`src/rtl/wallclock_core_param.sv`:
```
// Wall-clock core: BCD hh:mm:ss counter with tick prescaler, fast mode,
// runtime 12h/24h display, lossless manual set and an armed minute alarm.
module wallclock_core_param #(
   parameter int TICKS_PER_SEC = 100000000,
   parameter int FAST_DIV      = 1000,
   parameter int CNT_W         = 27
) (
   input  logic       CLK100MHZ,
   input  logic       RESET_BTN_N,
   input  logic       MODE_12H,
   input  logic       FAST,
   input  logic       INC_MIN,
   input  logic       INC_HOUR,
   input  logic       ALARM_SET,
   input  logic       ALARM_ARM,
   input  logic       ALARM_ACK,
   output logic       SEC_TICK,
   output logic [3:0] HOURS_T,
   output logic [3:0] HOURS_U,
   output logic [3:0] MINS_T,
   output logic [3:0] MINS_U,
   output logic [3:0] SECS_T,
   output logic [3:0] SECS_U,
   output logic       PM,
   output logic       ALARM
);
   localparam logic [CNT_W-1:0] LAST_NORM = CNT_W'(TICKS_PER_SEC - 1);
   localparam logic [CNT_W-1:0] LAST_FAST = CNT_W'(TICKS_PER_SEC / FAST_DIV - 1);

   logic [CNT_W-1:0] cnt;
   logic [CNT_W-1:0] cnt_last;
   logic             wrap;
   logic             sec_tick;
   logic [4:0]       hour_r, hour_n, al_hour_r, al_hour_n;
   logic [5:0]       min_r, min_n, sec_r, sec_n, al_min_r, al_min_n;
   logic             pend_min, pend_hour, inc_min_q, inc_hour_q;
   logic             min_edge, hour_edge, match, alarm_r;
   logic [4:0]       src_hour, disp_hour;
   logic [5:0]       src_min;

   function automatic logic [7:0] to_bcd(input logic [5:0] v);
      return {4'(v / 6'd10), 4'(v % 6'd10)};
   endfunction

   function automatic logic [4:0] to_12h(input logic [4:0] h);
      if (h == 5'd0)      return 5'd12;
      else if (h > 5'd12) return h - 5'd12;
      else                return h;
   endfunction

   // The >= compare lets a FAST change mid-count take effect at once.
   assign cnt_last = FAST ? LAST_FAST : LAST_NORM;
   assign wrap     = (cnt >= cnt_last);

   always_ff @(posedge CLK100MHZ or negedge RESET_BTN_N) begin
      if (!RESET_BTN_N) begin
         cnt      <= '0;
         sec_tick <= 1'b0;
      end else begin
         cnt      <= wrap ? '0 : cnt + CNT_W'(1);
         sec_tick <= wrap;
      end
   end

   assign min_edge  = INC_MIN  & ~inc_min_q;
   assign hour_edge = INC_HOUR & ~inc_hour_q;

   always_comb begin
      hour_n    = hour_r;
      min_n     = min_r;
      sec_n     = sec_r;
      al_hour_n = al_hour_r;
      al_min_n  = al_min_r;
      match     = 1'b0;
      if (sec_tick) begin
         if (sec_r == 6'd59) begin
            sec_n = 6'd0;
            if (min_r == 6'd59) begin
               min_n  = 6'd0;
               hour_n = (hour_r == 5'd23) ? 5'd0 : hour_r + 5'd1;
            end else begin
               min_n = min_r + 6'd1;
            end
         end else begin
            sec_n = sec_r + 6'd1;
         end
         match = (sec_n == 6'd0) && (min_n == al_min_r) && (hour_n == al_hour_r);
      end else begin
         // Manual edits wait for a tick-free cycle; minute edits never carry.
         if (pend_min) begin
            if (ALARM_SET) al_min_n = (al_min_r == 6'd59) ? 6'd0 : al_min_r + 6'd1;
            else           min_n    = (min_r == 6'd59) ? 6'd0 : min_r + 6'd1;
         end
         if (pend_hour) begin
            if (ALARM_SET) al_hour_n = (al_hour_r == 5'd23) ? 5'd0 : al_hour_r + 5'd1;
            else           hour_n    = (hour_r == 5'd23) ? 5'd0 : hour_r + 5'd1;
         end
      end
   end

   always_ff @(posedge CLK100MHZ or negedge RESET_BTN_N) begin
      if (!RESET_BTN_N) begin
         inc_min_q  <= 1'b1;
         inc_hour_q <= 1'b1;
         pend_min   <= 1'b0;
         pend_hour  <= 1'b0;
         hour_r     <= 5'd0;
         min_r      <= 6'd0;
         sec_r      <= 6'd0;
         al_hour_r  <= 5'd0;
         al_min_r   <= 6'd0;
         alarm_r    <= 1'b0;
      end else begin
         inc_min_q  <= INC_MIN;
         inc_hour_q <= INC_HOUR;
         pend_min   <= min_edge  | (pend_min  & sec_tick);
         pend_hour  <= hour_edge | (pend_hour & sec_tick);
         hour_r     <= hour_n;
         min_r      <= min_n;
         sec_r      <= sec_n;
         al_hour_r  <= al_hour_n;
         al_min_r   <= al_min_n;
         if (!ALARM_ARM || ALARM_ACK) alarm_r <= 1'b0;
         else if (match)              alarm_r <= 1'b1;
      end
   end

   assign src_hour  = ALARM_SET ? al_hour_r : hour_r;
   assign src_min   = ALARM_SET ? al_min_r  : min_r;
   assign disp_hour = MODE_12H ? to_12h(src_hour) : src_hour;

   assign {HOURS_T, HOURS_U} = to_bcd({1'b0, disp_hour});
   assign {MINS_T, MINS_U}   = to_bcd(src_min);
   assign {SECS_T, SECS_U}   = to_bcd(sec_r);
   assign PM       = (src_hour >= 5'd12);
   assign SEC_TICK = sec_tick;
   assign ALARM    = alarm_r;

endmodule

```
`config.mk`:
```
export PLATFORM = sky130hd
export DESIGN_NAME = wallclock_core_param
export DESIGN_NICKNAME = d
export VERILOG_FILES = /design/src/rtl/wallclock_core_param.sv
export SDC_FILE = /design/constraint.sdc
export NUM_CORES = 1
export LEC_CHECK = 0
export BUFFER_PORTS_ARGS = -buffer_cell sky130_fd_sc_hd__buf_4
export CAP_MARGIN = 15
export CELL_PAD_IN_SITES_DETAIL_PLACEMENT = 0
export CELL_PAD_IN_SITES_GLOBAL_PLACEMENT = 1
export CORE_ASPECT_RATIO = 0.9
export CORE_MARGIN = 4
export CORE_UTILIZATION = 45
export CTS_CLUSTER_DIAMETER = 30
export DETAILED_ROUTE_END_ITERATION = 10
export PLACE_DENSITY = 0.77
export SLEW_MARGIN = 30
export SYNTH_ARGS = -nofsm -noshare
export SYNTH_HDL_FRONTEND = slang
export SYNTH_SLANG_ARGS = --single-unit
```
`constraint.sdc`:
```
create_clock -name CLK100MHZ -period 8.83 [get_ports CLK100MHZ]
set_input_delay 0.4415 -clock CLK100MHZ [delete_from_list [all_inputs] [get_ports CLK100MHZ]]
set_output_delay 0.4415 -clock CLK100MHZ [all_outputs]
set_load 0.05 [all_outputs]
```
---- Yosys cells after proc, flatten, opt, wreduce, memory -nomap -nowiden ----
Cells that the tools add are included.
storage, ports and cells
  bits in registers ....................... 61
  bits of input ports ..................... 9
  output and inout bits ................... 27
  logic and storage cells ................. 85
cells by class
  add/sub/neg operators ................... 7
  divide/modulo/power cells ............... 6
  order comparisons ....................... 3
  equality and inequality tests ........... 8
  muxes and demuxes ....................... 27
  bitwise gates (word level) .............. 9
  reductions and logical operators ........ 13
operator list
  cell                   number
  $mux 5                 12
  $mux 6                 10
  $mux 27                2
  $add 27x1->27 const B  1
  $ge 27x27->1           1
  $add 6x1->6 const B    3
  $eq 6x6->1 const B     3
  $div 6x4->6 const B    2
  $mod 6x4->6 const B    2
  $add 5x1->5 const B    2
  $eq 5x5->1 const B     2
  $div 5x4->6 const B    1
  $eq 6x6->1             1
  $logic_not 6->1        1
  $mod 5x4->6 const B    1
  $reduce_and 3->1       2
  $reduce_bool 2->1      3
  $eq 5x5->1             1
  $ge 5x4->1 const B     1
  $gt 5x4->1 const B     1
  $logic_not 5->1        1
  $sub 5x4->5 const B    1
  $and 1x1->1            4
  $reduce_and 2->1       2
  other kinds (7)        13

---- Longest topological paths before layout ----
  depth after elaboration ................. 10
  depth in mapped cells ................... 16
  depth with buffers taken out ............ 15

---- Worst setup path before layout ----
OpenSTA, ideal clock, no wires.
  path type ............................... in2out
  start point ............................. input ALARM_SET
  end point ............................... output HOURS_U[2]
  data arrival time ....................... 3.837 ns
  setup slack ............................. 4.551 ns
  stages .................................. 15
  buffers on the path ..................... 1
  path through ............................ buf_4 mux2i_1 inv_1 ha_1 or4b_1 nand2_1 nor4_1 or2_1 ha_1 o21ai_0 o2111ai_1 o21bai_1 a21oi_1 ha_1 a21oi_1
on the way
  cells in the longest elaborated chain, start to end .. 6
ends and longest elaborated chain
  element                                           line  source
  from (decl)                                       14    input logic ALARM_SET,
  $mux 5 *                                          128   assign src_hour = ALARM_SET ? al_hour_r : hour_r;
  $sub 5x4->5 / $gt 5x4->1 (equally long branches)  47    else if (h > 5'd12) return h - 5'd12;
  $mux 5                                            47
  $mux 5                                            46    if (h == 5'd0) return 5'd12;
  $mux 5 *                                          130   assign disp_hour = MODE_12H ? to_12h(src_hour) : src_hour;
  $mod 5x4->6 *                                     42    return {4'(v / 6'd10), 4'(v % 6'd10)};
  to (decl)                                         19    output logic [3:0] HOURS_U,
Mark *: on every way between the ends. The rest lies on a longest branch, timed or not.

---- Worst setup path in the final report ----
  start point ............................. register al_hour_r[2]
  end point ............................... output HOURS_U[2]
on the way
  cells in the longest elaborated chain, start to end .. 6
ends and longest elaborated chain
  element                                           line  source
  from (decl)                                       34    logic [4:0] hour_r, hour_n, al_hour_r, al_hour_n;
  from (signal assigned)                            121   al_hour_r <= al_hour_n;
  $mux 5 *                                          128
  $sub 5x4->5 / $gt 5x4->1 (equally long branches)  47
  $mux 5                                            47
  $mux 5                                            46
  $mux 5 *                                          130
  $mod 5x4->6 *                                     42
Marks and branches as above.

==> qor.txt <==
I/O pin count = 36
CTS root buffer = clkbuf_16
CTS Sinks = 61
Reg2reg end = ALARM
CP dominant cell by count = ha_1
Int Power = 1060 uW
Layout Utilization = 0.520
Top cells by count, synth = dfrtp_1 (59), nor2_1 (58), nand2_1 (40), o21ai_0 (34), nand3_1 (31)
Peak VDD IR = 0.168 mV
Maximum capacitance violations = 0
Tcrit/Tclk final = 0.501
Rel. slew slack = 0.469
Synth top area share = 0.310
Static leakage = 0.00235 uW
Pin count of the biggest net entering global routing = 62
F_max = 226 MHz
Placed cell areas = 5020 sq um
Max Buffers Root-to-Sink = 2
Worst-Margin Slew = 0.796 ns
Post-CTS Resized = 0
Global-route wire length before repair = 18200 um
Avg Cell Area, Syn = 8.53 sq um
Ys Warns = 0
# port buffers = 31
Post-synthesis instance area = 4760 sq um
Initial antenna violation count = 0
Fraction of registers with async set or reset after synthesis = 1.00
Top FF cell, synth = dfrtp_1
Post-synth top area cell = dfrtp_1
Critical-path cell list = mux2i_1, inv_1, ha_1, or4b_1, nand2_1, nor4_1, or2_1, ha_1, o21ai_0, o2111ai_1, o21bai_1, a21oi_1, ha_1, a21oi_1, buf_4
Vias in the first global route = 3788
CP Data Arrival Time = 3.98 ns
Clock skew = 0.00491 ns
# DRC = 0
Die area = 12300 sq um
Row count = 35
DRT Pass-1 Iters = 5
Worst r2r src = sec_r[1]
Inserted Clock Buffers = 9
Setup_tns = 0 ns
Post-synthesis cell count = 558
Pwr dens = 377 nW/um^2
Yosys reg bits = 61
CORE AREA = 10300 sq um
Sw Pwr = 954 uW
GRT Util Overall = 0.180
WL/cell = 15.2 um
H-tree depth = 3
HPWL Detailed = 7710 um
Vias/cell = 5.81
Crit end category = primary output
Worst Reg-to-Reg Cells = 8
CP max FO = 8
GPL Wtd Cong = 0.825
P&R area growth vs syn = 12.4%
Die height = 106 um
Slowest stage cell, crit path = or4b_1
Post-synthesis sequential area ratio = 0.321
RSZ-0062 raised after global routing = false
Pwr Total = 2010 uW
# nets final = 612
Status = completed
Hold crit path type = input pin to asynchronous set/reset pin
Fin crit period = 4.43 ns
Starting density of the core = 0.462
Post-synth EDFFs = 0
Ant. Diodes = 0
Setup Viol. Count Final = 0
Worst Path Required = 8.39 ns
# Post-CTS Setup Buffers = 0
Combinational Power Share = 0.526
CP Class = flip-flop to primary output
Final ANT Viol Nets = 0
Kind of start point of the critical path = flip-flop
Grt ovf = 0
Yosys cell types = 68
Share of cells above drive strength 1 = 0.130
Sw Share = 0.474
Final wirelength = 10800 um
Slew Limit Fails = 0
Most common cell in the netlist = dfrtp_1
Fin area = 5350 sq um
Synth area leaders = dfrtp_1 (31%), ha_1 (7.9%), xnor2_1 (4.6%), nor2_1 (4.6%), o21ai_0 (3.6%)
R2R Setup Slk = 5.87 ns
CTS tree = built
Flop pwr share = 0.284
Slowest Stage Delay on Critical Path = 0.54 ns
CTS Hold Buffers Added = 0
Initial DRC Count = 252
Die W = 116 um
Clock share of power = 0.190
Final hold vios = 0
Worst-path clk slew = 0.05 ns
Via count = 4109
Clock latency on the worst-skew pair = 0.33 ns
critical path, delay by kind of cell, from the launching register on:
kind                     cells  cell delay (ns)
AND/OR/NAND/NOR              4             0.98
buffers and inverters        2             0.37
AO/OA/AOI/OAI                5             0.88
multiplexers                 1             0.24
adder cells (fa/ha/maj)      3             0.71
flip-flops                   1             0.48
how the worst max path moves through the flow:
stage                       to  depth (start not counted)  slack [ns]         start
floorplan           HOURS_U[2]                         15        4.55     ALARM_SET
global placement    HOURS_U[2]                         16        4.68     ALARM_SET
detailed placement  HOURS_U[2]                         16        4.57     ALARM_SET
CTS                 HOURS_U[2]                         15        4.44  al_hour_r[2]
global route        HOURS_U[2]                         15        4.02  al_hour_r[2]
finish              HOURS_U[2]                         15        4.40  al_hour_r[2]
placed cells by master, fill, tap and decap left out, drive strengths merged, types with 3 or more instances in the layout:
master	n
buf	32
nor4	6
nor3b	3
a31oi	14
nand4b	3
nand3	32
nor3	11
mux2i	14
dfrtp	59
xor2	17
mux2	12
nand3b	3
o31ai	4
a21oi	29
clkbuf	12
nand2b	10
inv	20
nand2	42
o211ai	6
a211oi	4
nand4	11
conb	4
nor2	59
xnor2	25
nor2b	4
o21ai	39
a22oi	5
o21a	3
a21o	6
o22ai	5
and3	9
ha	30
and2	5
logic make-up (layout without fill, tap and decap cells):
group / count (synthesis) / after routing / share of synthesized area
flip-flops: 61 / 61 / 0.321
adder cells (fa/ha/maj): 30 / 30 / 0.0789
AO/OA/AOI/OAI: 137 / 137 / 0.183
AND/OR/NAND/NOR: 209 / 209 / 0.228
buffers and inverters: 51 / 68 / 0.0471
XOR/XNOR: 42 / 42 / 0.0773
multiplexers: 27 / 27 / 0.0634
other: 1 / 4 / 0.000788
cell type report:
cell class | instances | area (sq um)
Multi-Input combinational cell | 449 | 3020
Sequential cell | 61 | 1530
Clock inverter | 4 | 70.1
Clock buffer | 12 | 256
Fill cell | 933 | 4940
Timing Repair Buffer | 32 | 240
Tap cell | 129 | 161
Inverter | 20 | 75.1
sequential cells by signal, summed over array words and instances (netlist names):
name / flops
cnt: 27
al_hour_r: 5
inc_hour_q: 1
sec_r: 6
min_r: 6
pend_min: 1
pend_hour: 1
SEC_TICK: 1
al_min_r: 6
hour_r: 5
inc_min_q: 1
ALARM: 1
routing by layer:
| metal | track usage | up-vias | wire, um |
|---|---|---|---|
| met5 | 0 | - | 0 |
| met3 | 0.0350 | 13 | 383 |
| met1 | 0.254 | 1969 | 5310 |
| met2 | 0.279 | 79 | 4940 |
| li1 | - | 2048 | - |
| met4 | 0.0539 | 0 | 138 |
power by group through the flow:
stage	logic [uW]	clock network [uW]	registers (uW)
floorplan	891	0	481
global placement	1040	0	572
detailed placement	1060	0	574
CTS	1060	392	571
global route	1170	403	594
finish	1060	383	572
metrics by stage:
| stage | instances | worst slack (ns) | hold slack [ns] |
|---|---|---|---|
| floorplan | 561 | 4.55 | 0.146 |
| global placement | 691 | 4.68 | 0.478 |
| detailed placement | 691 | 4.57 | 0.482 |
| CTS | 707 | 4.44 | 0.222 |
| global route | 707 | 4.02 | 0.221 |
| finish | 707 | 4.40 | 0.201 |
Note: power is estimated with default switching activity, not from simulation.
